`src/rtl/detector_step_sequencer.sv`:
```
`default_nettype none
// ============================================================================
//  Module   : detector_step_sequencer
//  Function : Applies a stored bit pattern, MSB first and one bit per
//             programmable step, to a Mealy and a Moore sequence detector in
//             lockstep. On every step it checks that both machines agree,
//             counts Mealy hits and latches the first disagreement.
//  Options  : SEQ_CTRL_LOOP_EN - when defined, the pattern is replayed
//             continuously; only abort or reset ends a run.
//  Revision : 1.0 - initial release
// ============================================================================
module detector_step_sequencer #(
   parameter int PAT_W = 16,
   parameter int DIV_W = 8
) (
   input  logic                   CLK,
   input  logic                   RST_N,
   input  logic                   start,
   input  logic                   abort,
   input  logic [PAT_W-1:0]       pat_in,
   input  logic [$clog2(PAT_W):0] len_in,
   input  logic [DIV_W-1:0]       interval,
   input  logic                   mealy_z,
   input  logic                   moore_z,
   output logic                   a_out,
   output logic                   step,
   output logic                   busy,
   output logic                   done,
   output logic [$clog2(PAT_W):0] hit_count,
   output logic                   mismatch,
   output logic [$clog2(PAT_W):0] mismatch_step
);

   localparam int CNT_W = $clog2(PAT_W) + 1;
   localparam logic [CNT_W-1:0] C_LEN_MAX = CNT_W'(PAT_W);
   localparam logic [CNT_W-1:0] C_HIT_MAX = '1;

   typedef enum logic [2:0] {
      ST_IDLE  = 3'd0,
      ST_WAIT  = 3'd1,
      ST_STEP  = 3'd2,
      ST_CHECK = 3'd3,
      ST_DONE  = 3'd4
   } state_t;

   state_t           r_state;
   state_t           w_state_next;

   logic [PAT_W-1:0] r_pat;         // working copy, current bit in the MSB
   logic [CNT_W-1:0] r_len;         // clamped number of bits to apply
   logic [CNT_W-1:0] r_idx;         // steps already checked this pass
   logic [DIV_W-1:0] r_interval;    // captured so the run is immune to input changes
   logic [DIV_W-1:0] r_cnt;         // idle cycles left before the next step
   logic             r_mealy_s;     // Mealy Z sampled before the detectors advance

`ifdef SEQ_CTRL_LOOP_EN
   logic [PAT_W-1:0] r_pat_cap;     // original pattern, reloaded on every pass
   logic             r_loop_done;   // end-of-pass pulse while the run continues
`endif

   logic [CNT_W-1:0] w_len_clamped;
   logic [CNT_W-1:0] w_idx_inc;
   logic             w_last;

   assign w_len_clamped = (len_in > C_LEN_MAX) ? C_LEN_MAX : len_in;
   assign w_idx_inc     = r_idx + CNT_W'(1);
   assign w_last        = (w_idx_inc == r_len);

   // State register; reset forces IDLE so step/busy/a_out drop at once
   always_ff @(posedge CLK or negedge RST_N) begin
      if (!RST_N) begin
         r_state <= ST_IDLE;
      end else begin
         r_state <= w_state_next;
      end
   end

   // Next-state decode; start has priority over abort in IDLE
   always_comb begin
      w_state_next = r_state;
      unique case (r_state)
         ST_IDLE: begin
            if (start) begin
               w_state_next = (w_len_clamped == '0) ? ST_DONE : ST_WAIT;
            end
         end
         ST_WAIT: begin
            if (abort) begin
               w_state_next = ST_IDLE;
            end else if (r_cnt == '0) begin
               w_state_next = ST_STEP;
            end
         end
         ST_STEP: begin
            // the step pulse is already out; an abort only skips the check
            w_state_next = abort ? ST_IDLE : ST_CHECK;
         end
         ST_CHECK: begin
            if (abort) begin
               w_state_next = ST_IDLE;
            end else if (w_last) begin
`ifdef SEQ_CTRL_LOOP_EN
               w_state_next = ST_WAIT;
`else
               w_state_next = ST_DONE;
`endif
            end else begin
               w_state_next = ST_WAIT;
            end
         end
         ST_DONE: begin
            w_state_next = ST_IDLE;
         end
         default: begin
            w_state_next = ST_IDLE;
         end
      endcase
   end

   // Datapath: capture on start, count down in WAIT, sample in STEP, score in CHECK
   always_ff @(posedge CLK or negedge RST_N) begin
      if (!RST_N) begin
         r_pat         <= '0;
         r_len         <= '0;
         r_idx         <= '0;
         r_interval    <= '0;
         r_cnt         <= '0;
         r_mealy_s     <= 1'b0;
         hit_count     <= '0;
         mismatch      <= 1'b0;
         mismatch_step <= '0;
`ifdef SEQ_CTRL_LOOP_EN
         r_pat_cap     <= '0;
         r_loop_done   <= 1'b0;
`endif
      end else begin
`ifdef SEQ_CTRL_LOOP_EN
         r_loop_done <= 1'b0;
`endif
         unique case (r_state)
            ST_IDLE: begin
               if (start) begin
                  r_pat         <= pat_in;
                  r_len         <= w_len_clamped;
                  r_idx         <= '0;
                  r_interval    <= interval;
                  r_cnt         <= interval;
                  hit_count     <= '0;
                  mismatch      <= 1'b0;
                  mismatch_step <= '0;
`ifdef SEQ_CTRL_LOOP_EN
                  r_pat_cap     <= pat_in;
`endif
               end
            end
            ST_WAIT: begin
               if (!abort && (r_cnt != '0)) begin
                  r_cnt <= r_cnt - DIV_W'(1);
               end
            end
            ST_STEP: begin
               r_mealy_s <= mealy_z;
            end
            ST_CHECK: begin
               if (!abort) begin
                  // moore_z now shows the post-edge result of the same bit
                  if (r_mealy_s && (hit_count != C_HIT_MAX)) begin
                     hit_count <= hit_count + CNT_W'(1);
                  end
                  if ((r_mealy_s != moore_z) && !mismatch) begin
                     mismatch      <= 1'b1;
                     mismatch_step <= w_idx_inc;
                  end
                  r_cnt <= r_interval;
`ifdef SEQ_CTRL_LOOP_EN
                  if (w_last) begin
                     r_pat       <= r_pat_cap;
                     r_idx       <= '0;
                     r_loop_done <= 1'b1;
                  end else begin
                     r_pat <= r_pat << 1;
                     r_idx <= w_idx_inc;
                  end
`else
                  r_pat <= r_pat << 1;
                  r_idx <= w_idx_inc;
`endif
               end
            end
            default: begin
            end
         endcase
      end
   end

   assign busy  = (r_state == ST_WAIT) || (r_state == ST_STEP) || (r_state == ST_CHECK);
   assign step  = (r_state == ST_STEP);
   // the MSB only changes on the CHECK edge, so A is steady around each step
   assign a_out = busy && r_pat[PAT_W-1];
`ifdef SEQ_CTRL_LOOP_EN
   assign done  = (r_state == ST_DONE) || r_loop_done;
`else
   assign done  = (r_state == ST_DONE);
`endif

endmodule
`default_nettype wire
```
`config.mk`:
```
export PLATFORM = sky130hd
export DESIGN_NAME = detector_step_sequencer
export DESIGN_NICKNAME = d
export VERILOG_FILES = /design/src/rtl/detector_step_sequencer.sv
export SDC_FILE = /design/constraint.sdc
export NUM_CORES = 1
export LEC_CHECK = 0
export BUFFER_PORTS_ARGS = -buffer_cell sky130_fd_sc_hd__buf_2
export CAP_MARGIN = 20
export CELL_PAD_IN_SITES_DETAIL_PLACEMENT = 2
export CELL_PAD_IN_SITES_GLOBAL_PLACEMENT = 2
export CORE_MARGIN = 10
export CORE_UTILIZATION = 31
export DETAILED_ROUTE_END_ITERATION = 6
export GPL_TIMING_DRIVEN = 1
export HOLD_SLACK_MARGIN = 0.15
export PLACE_DENSITY_LB_ADDON = 0.1
export SLEW_MARGIN = 10
export SYNTH_ARGS = -nofsm -noshare
export SYNTH_HDL_FRONTEND = slang
export SYNTH_SLANG_ARGS = --single-unit
```
`constraint.sdc`:
```
create_clock -name CLK -period 2.08 [get_ports CLK]
set_clock_uncertainty 0.2 [all_clocks]
set_input_delay 0 -clock CLK [delete_from_list [all_inputs] [get_ports CLK]]
set_output_delay 0 -clock CLK [all_outputs]
set_load 0.05 [all_outputs]
```
==> results.json <==
{
  "clk_latency_ns": 0.33,
  "dr.pass1.iters": 4,
  "synth_area_leaders": "dfrtp_1, nand2_1, nor2_1",
  "status": "completed",
  "top_usage_layer": "met2",
  "pin_count": 50,
  "clk_pin_slew_ns": 0.07,
  "antenna_found_initial": 0,
  "route.detailed.drc": 0,
  "cts_made_buffers": 9,
  "min_period_ns": 2.08,
  "slew_headroom": 0.714,
  "synth.cell_area_mm2": 0.00299,
  "cellPowerDensity_mw_per_mm2": 1340,
  "h-tree-depth": 3,
  "maxCapViolCount": 0,
  "yosysTopAreaCellShare": 0.477,
  "initial_core_util": 0.320,
  "critPathKind": "flip-flop to flip-flop",
  "tightestPinTransition_ns": 0.425,
  "grt_max_degree": 38,
  "holdCritPathClass": "primary input to flip-flop",
  "post_drt_via_cell_ratio": 4.97,
  "grt_use_met1": 0.193,
  "synthFlopType": "dfrtp_1",
  "asyncSetResetFlopFracSynth": 1.00,
  "syn_area_per_cell_um2": 9.23,
  "grt_util_met2": 0.260,
  "clk_path_buf_depth": 2,
  "start_kind": "flip-flop",
  "synthDistinctLibCells": 52,
  "fp.dieH_um": 118,
  "fillers": 1033,
  "yosysWarningCount": 0,
  "grt_pass1_vias": 3257,
  "track_usage": 0.153,
  "worstPathArrival_ns": 2.13,
  "die_x_um": 118,
  "max_freq_ghz": 0.482,
  "finalPower_mw": 5.84,
  "crit_fanout": 4,
  "setup_viol": 0,
  "synth.most_common_cell": "nand2_1",
  "dpl.hpwl_um": 7250,
  "rsz0062_at_grt": "true",
  "postRouteAntennaNets": 0,
  "wl_um": 10600,
  "final_nets": 487,
  "syn_nets": 363,
  "yosysSeqAreaShare": 0.477,
  "grt_pass1_wl_um": 17500,
  "vdd_ir_drop_max_uv": 429,
  "tns_ns": 0,
  "endpoint_kind": "flip-flop",
  "drt_iter0_drc": 101,
  "ys_ff_latch": 57,
  "rows": 35,
  "drive_gt1_frac": 0.313,
  "antenna_cells": 0,
  "postSynthCellCount": 324,
  "dieArea_mm2": 0.0140,
  "gp_congestion": 0.820,
  "grt_overflow": 0,
  "numPortBuffers": 49,
  "fin_crit_sh": 0.998,
  "cts_sinks": 57,
  "vias": 2891,
  "cp.required_ns": 2.13,
  "wl_per_cell_um": 18.3,
  "drv_slew": 0,
  "met3_usage": 0.0305,
  "area_delta_synth_final_pct": 46.3,
  "synth_area_leader_cell": "dfrtp_1",
  "synth.cells.most_frequent": "nand2_1, dfrtp_1, nor2_1",
  "clock-root-buffer": "clkbuf_8",
  "core-area_mm2": 0.00933,
  "synth_edf_count": 0,
  "cts_tree": "built",
  "hold_violations": 0,
  "p_leak_nw": 2.04
}
==> registers in the layout, summed over array words and instances, names as in the netlist <==
| signal | cells |
|---|---|
| r_mealy_s | 1 |
| mismatch | 1 |
| mismatch_step | 5 |
| r_pat | 16 |
| r_cnt | 8 |
| r_state | 3 |
| r_len | 5 |
| r_idx | 5 |
| r_interval | 8 |
| hit_count | 5 |
==> area by class of cell <==
class                      count  area [um2]  area share
clock buffer                  14         183      0.0418
clock inverter                 2        10.0     0.00229
inverter                       3        11.3     0.00258
multi-input combinational    248        1610       0.367
sequential                    57        1430       0.327
tap                          129         161      0.0369
timing repair buffer         129         972       0.222
==> cells by family (layout without fill, tap and decap cells) <==
kind of cell	count (synthesis)	in the layout	synth area share
AOI/OAI and AO/OA	70	70	0.159
xor gates and xnor gates	10	10	0.0389
adders and majority gates	4	4	0.0167
buffers and inverters	19	148	0.0260
DFF	57	57	0.477
muxes	11	11	0.0406
and+or+nand+nor	153	153	0.242
==> repair_timing <==
item / 4_1_cts / 5_1_grt
resized for setup: 5 / 11
endpoints found under the setup margin: 3 / 11
pin swaps: 3 / 5
hold endpoints to repair: 107 / 0
buffers inserted: 2 / 4
hold buffers: 36 / 0
==> final timing paths <==
kind	startpoint	endpoint	slack, ns	cells after the start
max	r_cnt[0]$_DFFE_PN0P_	r_cnt[7]$_DFFE_PN0P_	0.004	5
min	interval[4]	r_interval[4]$_DFFE_PN0P_	0.22	4
max reg2reg	r_cnt[0]$_DFFE_PN0P_	r_cnt[7]$_DFFE_PN0P_	0.004	5
min reg2reg	r_interval[3]$_DFFE_PN0P_	r_interval[3]$_DFFE_PN0P_	0.28	2
max in group asynchronous	RST_N	hit_count[1]$_DFFE_PN0P_	0.84	4
min in group asynchronous	RST_N	r_cnt[5]$_DFFE_PN0P_	0.41	3
==> power breakdown <==
group	switching (mW)	total, mW	internal [mW]
clock network	0.455	1.02	0.560
registers	0.337	1.88	1.54
logic	1.66	2.95	1.29
total	2.45	5.84	3.39
==> metal layers <==
metal / wire length (um) / part of all wire
met4: 69 / 0.0065
met5: 0 / 0
met3: 298 / 0.028
met2: 5450 / 0.51
met1: 4810 / 0.45
==> metrics by stage <==
step           setup slack (ns)  utilization  area, um2  hold WS (ns)  std cells
2_1_floorplan           -0.0343            -       3020        -0.496        324
3_5_place_dp            -0.0637        0.394       3670        -0.180        524
3_3_place_gp             0.0181        0.394       3670        -0.182        524
6_report                0.00421        0.469       4370         0.222        582
4_1_cts                 0.00263        0.457       4260         0.206        577
5_1_grt                 -0.0629        0.469       4370         0.230        582
==> cells in the final DEF (no fill, tap or decap), types with 2 or more instances in the layout <==
cell type	count
a21oi_1	6
xnor2_1	4
a22o_1	4
nand3b_1	5
or3b_2	2
o211ai_1	2
buf_2	49
clkinv_2	2
and3_1	2
ha_4	2
dlygate4sd3_1	36
o21ai_0	18
mux2i_1	2
nor2_1	29
mux2_2	9
nor3_1	5
a211oi_1	2
a31oi_1	15
o41ai_2	2
o2bb2ai_1	4
o31ai_1	2
inv_1	3
nand2_1	72
buf_4	40
nor3b_1	3
ha_1	2
and2_1	4
a21oi_2	3
dfrtp_2	2
nand2b_1	7
clkbuf_8	13
dfrtp_1	55
buf_12	2
nand3_1	9
xor2_1	3
==> critical path, cell delays in order, from the launching register on <==
cell,delay [ns]
dfrtp_1,0.40
buf_6,0.13
or4_4,0.42
or4b_1,0.51
a22o_1,0.20
o2bb2ai_2,0.15
Note: power is estimated with default switching activity, not from simulation.
